<file path="src/rtl/hart_sched.sv">
// hart_sched: per-hart thread state tracker and round-robin fetch selector
// for a 4-hart barrel pipeline.
//
// Ports:
//   clk, reset          rising-edge clock; synchronous active-high reset
//   stall               freezes issue selection (state updates continue)
//   hstart/hs_id        start request for an IDLE hart
//   hkill/hk_id         kill request, any state -> IDLE
//   cache_miss/cm_hart_id   I-cache miss, ACTIVE -> PEND
//   refill_done/rf_hart_id  refill complete, PEND -> ACTIVE
//   hart_id, issue_en   registered fetch selection and its valid flag
//   hidle, hpend        per-hart IDLE / PEND flags from registered state
//   hs_idle             combinational hidle[hs_id]
//   active_cnt          number of ACTIVE harts
module hart_sched #(
    parameter int HART_NUM  = 4,
    parameter int HART_ID_W = 2
) (
    input  logic                 clk,
    input  logic                 reset,
    input  logic                 stall,
    input  logic                 hstart,
    input  logic [HART_ID_W-1:0] hs_id,
    input  logic                 hkill,
    input  logic [HART_ID_W-1:0] hk_id,
    input  logic                 cache_miss,
    input  logic [HART_ID_W-1:0] cm_hart_id,
    input  logic                 refill_done,
    input  logic [HART_ID_W-1:0] rf_hart_id,
    output logic [HART_ID_W-1:0] hart_id,
    output logic                 issue_en,
    output logic [HART_NUM-1:0]  hidle,
    output logic [HART_NUM-1:0]  hpend,
    output logic                 hs_idle,
    output logic [HART_ID_W:0]   active_cnt
);

    typedef enum logic [1:0] {
        H_IDLE   = 2'b00,
        H_ACTIVE = 2'b01,
        H_PEND   = 2'b10
    } hstate_e;

    hstate_e              state_q [HART_NUM];
    hstate_e              state_d [HART_NUM];
    logic [HART_ID_W-1:0] hart_id_q, hart_id_d;
    logic                 issue_en_q, issue_en_d;
    logic [HART_NUM-1:0]  elig;
    logic [HART_NUM-1:0]  is_idle;
    logic [HART_ID_W-1:0] cand;
    logic                 found;
    logic [HART_ID_W:0]   cnt;

    // Unreachable encoding 2'b11 is treated as IDLE everywhere.
    always_comb begin
        for (int unsigned i = 0; i < HART_NUM; i++) begin
            is_idle[i] = (state_q[i] != H_ACTIVE) && (state_q[i] != H_PEND);
        end
    end

    // Per-hart next state; kill > miss > refill > start. Each lower-priority
    // request also requires its own source state, so it is simply ignored
    // when it does not match.
    always_comb begin
        for (int unsigned i = 0; i < HART_NUM; i++) begin
            state_d[i] = state_q[i];
            if (hkill && hk_id == HART_ID_W'(i)) begin
                state_d[i] = H_IDLE;
            end else if (cache_miss && cm_hart_id == HART_ID_W'(i) &&
                         state_q[i] == H_ACTIVE) begin
                state_d[i] = H_PEND;
            end else if (refill_done && rf_hart_id == HART_ID_W'(i) &&
                         state_q[i] == H_PEND) begin
                state_d[i] = H_ACTIVE;
            end else if (hstart && hs_id == HART_ID_W'(i) && is_idle[i]) begin
                state_d[i] = H_ACTIVE;
            end
        end
    end

    // A hart leaving ACTIVE this cycle must not be picked for the next slot.
    always_comb begin
        for (int unsigned i = 0; i < HART_NUM; i++) begin
            elig[i] = (state_q[i] == H_ACTIVE) &&
                      !(cache_miss && cm_hart_id == HART_ID_W'(i)) &&
                      !(hkill && hk_id == HART_ID_W'(i));
        end
    end

    // Round-robin scan cur+1 .. cur+HART_NUM; the last offset wraps to cur
    // itself so a lone eligible hart is reselected every cycle.
    always_comb begin
        hart_id_d  = hart_id_q;
        issue_en_d = issue_en_q;
        found      = 1'b0;
        cand       = '0;
        if (!stall) begin
            issue_en_d = 1'b0;
            for (int unsigned k = 1; k <= HART_NUM; k++) begin
                cand = hart_id_q + HART_ID_W'(k);
                if (!found && elig[cand]) begin
                    found      = 1'b1;
                    hart_id_d  = cand;
                    issue_en_d = 1'b1;
                end
            end
        end
    end

    always_ff @(posedge clk) begin
        if (reset) begin
            for (int unsigned i = 0; i < HART_NUM; i++) begin
                state_q[i] <= (i == 0) ? H_ACTIVE : H_IDLE;
            end
            hart_id_q  <= '0;
            issue_en_q <= 1'b1;
        end else begin
            for (int unsigned i = 0; i < HART_NUM; i++) begin
                state_q[i] <= state_d[i];
            end
            hart_id_q  <= hart_id_d;
            issue_en_q <= issue_en_d;
        end
    end

    always_comb begin
        cnt = '0;
        for (int unsigned i = 0; i < HART_NUM; i++) begin
            hpend[i] = (state_q[i] == H_PEND);
            cnt      = cnt + (HART_ID_W+1)'(state_q[i] == H_ACTIVE);
        end
    end

    assign hidle      = is_idle;
    assign hs_idle    = is_idle[hs_id];
    assign active_cnt = cnt;
    assign hart_id    = hart_id_q;
    assign issue_en   = issue_en_q;

endmodule

</file>
<file path="config.mk">
export PLATFORM = sky130hd
export DESIGN_NAME = hart_sched
export DESIGN_NICKNAME = d
export VERILOG_FILES = /design/src/rtl/hart_sched.sv
export SDC_FILE = /design/constraint.sdc
export NUM_CORES = 1
export LEC_CHECK = 0
export BUFFER_PORTS_ARGS = -buffer_cell sky130_fd_sc_hd__buf_4
export CORE_AREA = 10 10 59 66
export DETAILED_ROUTE_END_ITERATION = 10
export DIE_AREA = 0 0 69 76
export GPL_TIMING_DRIVEN = 0
export HOLD_SLACK_MARGIN = 0.03
export PLACE_DENSITY_LB_ADDON = 0.3
export SLEW_MARGIN = 20
export SYNTH_ARGS = -nofsm -noshare
export SYNTH_HDL_FRONTEND = slang
export SYNTH_SLANG_ARGS = --single-unit
</file>
<file path="constraint.sdc">
create_clock -name clk -period 1.85 [get_ports clk]
set_input_delay 0.185 -clock clk [delete_from_list [all_inputs] [get_ports clk]]
set_output_delay 0.185 -clock clk [all_outputs]
set_load 0.02 [all_outputs]
</file>
# Yosys cells after proc, flatten, opt, wreduce, memory -nomap -nowiden
# Memories as Yosys holds them, arrays and structs flattened.
# Cells that the tools add are included.
# op_classes
eq_ne	28
n_shift	0
multipliers	0
n_mux	45
n_reduce_logical	60
n_lt_le_gt_ge	5
div	0
bitwise_logic	6
addsub	6
# op_table
operator	count
two-way mux 2 bit	23
logical AND 1 bit	43
equality test 2 bit (second input constant)	12
two-way mux 1 bit	17
equality test 2 x 1 -> 1 bit (second input constant)	8
less-than comparator 2 x 3 -> 1 bit (second input constant)	5
zero test 1 bit	11
binary-select mux 1 bit (select 2 bit)	5
zero test 2 bit	4
!= test 2 x 1 -> 1 bit (second input constant)	4
!= test 2 bit (second input constant)	4
adder 2 bit (second input constant)	2
OR 1 bit	4
adder 2 x 1 -> 3 bit	1
adder 3 x 1 -> 3 bit	1
AND reduction 3 bit	1
nonzero test 3 bit	1
adder 1 x 1 -> 2 bit	1
adder 2 x 1 -> 2 bit (second input constant)	1
NOT 1 bit	2
# word_totals
rom_bits	0
wordCells	153
output_inout_bits	15
ff_bits	3
latch_bits	0
memories	1
ramBits	8
# memory_table
memory	words	word_bits	read_ports	rd_ports_with_merged_regs	write_ports	line	rtl
state_q	4	2	4	0	4	44	hstate_e state_q [HART_NUM];

# Depth between registers and ports, before layout
# Gate-level depths: netlist of the first run.
# logic_depth
word_depth	21
depth_mapped	8

# Worst setup path before layout of the first run
# OpenSTA, ideal clock, no wires.
# synth_path
path_type	reg2out
start	memory state_q[0][1] (netlist bit)
end	output port active_cnt[1]
t_arrival_ps	1646
stages_incl_launch_ff	6
setup_slack_ps	19
required_ps	1665
path_buffers	0
cell_sequence	dfxtp_1 inv_1 ha_1 fa_1 ha_1 ha_1
# synth_rtl
element	line	rtl
start: declaration	44	
end: declaration	35	output logic [HART_ID_W:0] active_cnt

==> results of run 1 <==
[final timing paths]
| check | start | to | slack [ns] | depth (start not counted) |
|---|---|---|---|---|
| max | state_q[0][1] | active_cnt[1] | -0.19 | 6 |
| min | reset | state_q[0][1] | 0.18 | 2 |
| max reg2reg | state_q[1][1] | issue_en | 0.07 | 9 |
| min reg2reg | issue_en | issue_en | 0.54 | 2 |
[area by class of cell]
| cell class | instances | area share (%) |
|---|---|---|
| Buffer | 4 | 1.43 |
| Clock buffer | 4 | 1.67 |
| Inverter | 14 | 3.34 |
| Multi-Input combinational cell | 93 | 56.8 |
| Sequential cell | 11 | 14.6 |
| Tap cell | 33 | 2.62 |
| Timing Repair Buffer | 39 | 19.6 |
[kinds of logic (layout without fill, tap and decap cells)]
| family | Yosys count | count (layout) | share of synthesized area [%] |
|---|---|---|---|
| AO/OA/AOI/OAI | 33 | 33 | 24.7 |
| flip-flops | 11 | 11 | 21.7 |
| AND/OR/NAND/NOR | 47 | 47 | 27.4 |
| adder cells (fa/ha/maj) | 11 | 11 | 14.3 |
| buffers and inverters | 18 | 61 | 7.41 |
| multiplexers | 2 | 2 | 4.44 |
[report_power, final]
group	switching, mW	internal [mW]	total [mW]
sequential	0.0126	0.256	0.268
clock	0.0854	0.0836	0.169
combinational	0.232	0.220	0.452
total	0.330	0.559	0.889
[cell usage in the layout (no fill, tap or decap), types with 2 or more instances in the layout]
cell | synthesis | final
clkbuf_2 | 2 | 2
nor2b_1 | 4 | 4
nand3_1 | 5 | 4
clkbuf_4 | 0 | 3
nor3_1 | 4 | 4
and3_1 | 3 | 3
buf_6 | 0 | 4
nand4_1 | 4 | 4
a21oi_1 | 7 | 6
inv_1 | 14 | 12
a31oi_1 | 3 | 2
or3b_4 | 2 | 2
dfxtp_2 | 0 | 8
nor2_1 | 6 | 6
dfxtp_1 | 11 | 3
ha_4 | 0 | 9
nand3b_1 | 3 | 3
o21ai_0 | 2 | 2
inv_2 | 0 | 2
mux4_2 | 2 | 2
buf_4 | 1 | 36
a32oi_1 | 3 | 3
nand2_1 | 6 | 6
[critical path, stage by stage (launching register included)]
cell,delay (ns)
dfxtp_2,0.34
inv_2,0.04
ha_4,0.16
fa_1,0.47
ha_2,0.21
ha_4,0.26
buf_6,0.10
[state kept, by name, indices dropped and copies added, names as in the netlist]
register,flops
issue_en,1
state_q,8
hart_id,2
[per-stage QoR]
stage | total power, mW | instances | TNS [ns] | hold slack, ns
floorplan | 0.499 | 122 | 0 | 0.353
global placement | 0.610 | 183 | -0.140 | 0.456
global route | 0.955 | 198 | -0.574 | 0.173
finish | 0.889 | 198 | -0.367 | 0.180
CTS | 0.830 | 192 | -0.397 | 0.163
detailed placement | 0.617 | 183 | -0.171 | 0.467
[per-layer routing]
layer | track usage, % | wire length (um) | vias up
met4 | 4.03 | 68 | 0
met3 | 5.21 | 221 | 8
met2 | 18.3 | 1530 | 43
met1 | 12.3 | 1310 | 553
met5 | 0 | 0 | -
li1 | - | - | 548
[timing repair]
item | in CTS | in global routing
pin swaps | 1 | 3
buffers inserted | 5 | 7
gates resized for setup | 24 | 14
setup endpoints to repair | 4 | 6
==> impl_metrics.toml, run 1 <==
[yosys]
synth_edf_count = 0
synth_common_cells = "inv_1, dfxtp_1, ha_1"
ys_ff_latch = 11
yosysMostFrequentCell = "inv_1"
synthCells = 122
synth_top_area_share_pct = 21.7
synth-async-reset-ratio_pct = 0
synth_cell_types = 45
synth_ff_type = "dfxtp_1"
synthTopCellsByArea = "dfxtp_1, ha_1, inv_1"
mappedNetlistNets = 148
syn_avg_cell_area_um2 = 8.31
synth_area_leader_cell = "dfxtp_1"
ys_warn_count = 0
synth-seq-area-share_pct = 21.7
syn_area_um2 = 1010

[sta]
maxSlewHeadroom_pct = 75.9
fin_ws_ns = -0.187
clock_skew_ns = 0.00526
rsz0062_at_grt = "true"
final.min_clock_period_ns = 2.04
final-hold-violation-count = 0
max_slew.worst_pin.slew_ns = 0.352
slew_viol_final = 0
fmax_mhz = 491
setup_viol = 3
fin_crit_sh_pct = 110

[route]
wl_per_cell_um = 15.8
ant_nets = 0
drc = 0
firstDrtPassIters = 4
viasPerCell = 5.82
wirelength_um = 3130
initialDrtViolationCount = 30
via_count = 1152

[floorplanning]
dieArea_um2 = 5240
die_x_um = 69
initial_core_util_pct = 38.2
core_area_um2 = 2650
io_pins = 30
die_h_um = 76
rows = 20

[placement]
placed_area_um2 = 1260
portBuffers = 28
place.gp.congestion = 0.898
post-dp-hpwl_um = 2280
pre_cts_slack_ns = -0.104

[clock_network]
cts_max_path_buffers = 2
cts.htree.levels = 1
hold_buffers = 0
cts_sinks = 11
cts_tree = "yes"
cts.clk_slew.worst_paths_ns = 0.07
cts_root_buf = "clkbuf_4"
cts_buffers = 3
clkLatencyLatePin_ns = 0.27

[critical_path]
startpoint_type = "flip-flop"
cp_max_fo = 2
endpoint_kind = "output port"
worstSetupPathType = "flip-flop to output port"
cp.required_ns = 1.66
cp_data_arrival_time_ns = 1.85

[flow_run]
max_cap_violations = 0

[pwr]
leakagePower_nw = 0.635
power_density_nw_per_um2 = 565
vdd_drop_max_uv = 371

[cells_and_area]
antennaDiodeCount = 0
layout-drive-gt1-share_pct = 49.1
regArea_um2 = 230
area_delta_synth_final_pct = 55.3
multi_input_area_um2 = 893
nFillCells = 256
fin_util_pct = 59.3
design_area_um2 = 1570
layout.nets = 192

[global_routing]
overflow = 0
grt_max_degree = 11
grt_pass1_vias = 1107
antenna_found_initial = 0
grt_pass1_wl_um = 5080
grt_util_all_layers_pct = 11.2

[status]
violations = "negative setup slack"
outcome = "finished, violations left"

[min_path]
hp-class = "input pin to flip-flop"
Power figures use the tool's default switching activity.
==> run 2, diff against run 1 <==
Settings changed: MAX_ROUTING_LAYER set to met4, SETUP_SLACK_MARGIN set to 0.4.
==> run 2 against run 1 <==
The run still ends with negative setup slack left; non-clock buffer count shrank 3; combinational power shrank 2%; utilization grew 1.7 points; clock skew grew 0.0058 ns; worst hold slack lost 0.033 ns; final area grew 2.9%; maximum frequency shrank 2.3%; total power grew 0.87%; sequential power is essentially flat; critical endpoint unchanged; largest power group unchanged.
==> impl_metrics.toml, run 2 (synthesized netlist as in run 1, its figures left out) <==
[global_routing]
overflow = 0
antenna_found_initial = 0
grt_util_all_layers_pct = 12.6
grt_pass1_wl_um = 5530
grt_pass1_vias = 1194
grt_max_degree = 11

[sta]
clock_skew_ns = 0.0110
fin_ws_ns = -0.235
slew_viol_final = 0
maxSlewHeadroom_pct = 77.1
max_slew.worst_pin.slew_ns = 0.339
setup_tns_ns = -0.589
fin_crit_sh_pct = 113
setup_viol = 4
rsz0062_at_grt = "true"
final.min_clock_period_ns = 2.09
final-hold-violation-count = 0
fmax_mhz = 480
holdWs_ns = 0.148

[route]
viasPerCell = 5.86
wl_per_cell_um = 17.6
drc = 0
firstDrtPassIters = 4
ant_nets = 0
initialDrtViolationCount = 135
wirelength_um = 3440
via_count = 1143

[placement]
post-place-cells = 183
portBuffers = 28
place.gp.congestion = 0.826
post-dp-hpwl_um = 2380
placed_area_um2 = 1330

[clock_network]
cts.htree.levels = 1
cts.clk_slew.worst_paths_ns = 0.09
cts_root_buf = "clkbuf_4"
cts_max_path_buffers = 2
cts_buffers = 3
clkLatencyLatePin_ns = 0.30
hold_buffers = 0
cts_sinks = 11
cts_tree = "yes"

[cells_and_area]
area_delta_synth_final_pct = 59.8
nFillCells = 230
layout-drive-gt1-share_pct = 56.2
top_register = "state_q"
layout_common_cells = "buf_4, ha_4, inv_1"
largest_reg_flops = 8
fin_util_pct = 61.0
antennaDiodeCount = 0
layout.nets = 189
fin_cells = 195
final_common_cell = "buf_4"
design_area_um2 = 1620

[critical_path]
cp_max_fo = 2
cp_data_arrival_time_ns = 1.90
cp.required_ns = 1.66
endpoint_kind = "output port"
startpoint_type = "flip-flop"
worstSetupPathType = "flip-flop to output port"

[pwr]
switching_power_mw = 0.356
intPower_mw = 0.541
comb_power_share_pct = 49.3
clockPowerShare_pct = 20.7
switching_share_pct = 39.7
seqPwrFrac_pct = 30.0
power_density_nw_per_um2 = 554
leakagePower_nw = 0.633
vdd_drop_max_uv = 366

[floorplanning]
rows = 20
core_area_um2 = 2650
die_h_um = 76
die_x_um = 69
initial_core_util_pct = 38.2
dieArea_um2 = 5240
io_pins = 30

[flow_run]
max_cap_violations = 0

[status]
violations = "negative setup slack"
outcome = "finished, violations left"

[min_path]
hp-class = "input pin to flip-flop"
[run 2: power groups by stage]
stage / Clock [mW] / Sequential (mW) / Combinational (mW)
after detailed placement: 0 / 0.274 / 0.369
after global routing: 0.198 / 0.271 / 0.477
final: 0.186 / 0.269 / 0.442
after CTS: 0.182 / 0.271 / 0.405
after global placement: 0 / 0.272 / 0.359
after floorplan: 0 / 0.285 / 0.240
[run 2: final cells by class]
class	instances	area (um2)	share of cell area, %
buffer	4	36.3	2.24
clock inverter	1	5.00	0.309
tap	33	41.3	2.55
sequential	11	236	14.6
inverter	14	52.6	3.25
timing repair buffer	36	293	18.1
multi-input combinational	93	932	57.6
clock buffer	3	22.5	1.39
[run 2: through the flow]
step	setup WS, ns	power [mW]
floorplan	0.171	0.525
global route	-0.295	0.946
global placement	0.0306	0.631
finish	-0.235	0.897
CTS	-0.228	0.858
detailed placement	0.00351	0.642
[run 2: path summary, 6_finish.rpt]
check                                   start       endpoint  slack (ns)  cells past startpoint
worst max-delay path            state_q[2][1]  active_cnt[1]       -0.24                      6
worst min-delay path                    reset  state_q[0][1]        0.15                      2
worst max register to register  state_q[1][1]     hart_id[0]        0.14                      8
worst min register to register  state_q[1][1]  state_q[1][1]        0.54                      2
[run 2: what timing repair did]
action                                  4_1_cts  5_1_grt
resized for setup                            26       17
gates cloned                                  0        0
endpoints found under the setup margin       11        9
pin swaps                                     8        8
buffers inserted                              5        3
[run 2: worst max-delay path: stages, from the launching register on]
cell,delay (ns)
dfxtp_2,0.35
inv_2,0.04
ha_4,0.16
fa_1,0.55
ha_2,0.19
ha_4,0.19
buf_6,0.12
[run 2: metal layers]
metal | vias up | global-route usage, % | share of wire [%]
met1 | 552 | 13.5 | 43
met5 | - | - | 0
met2 | 40 | 22.9 | 53
li1 | 546 | - | -
met3 | 5 | 2.21 | 3.3
met4 | 0 | 3.63 | 1.5
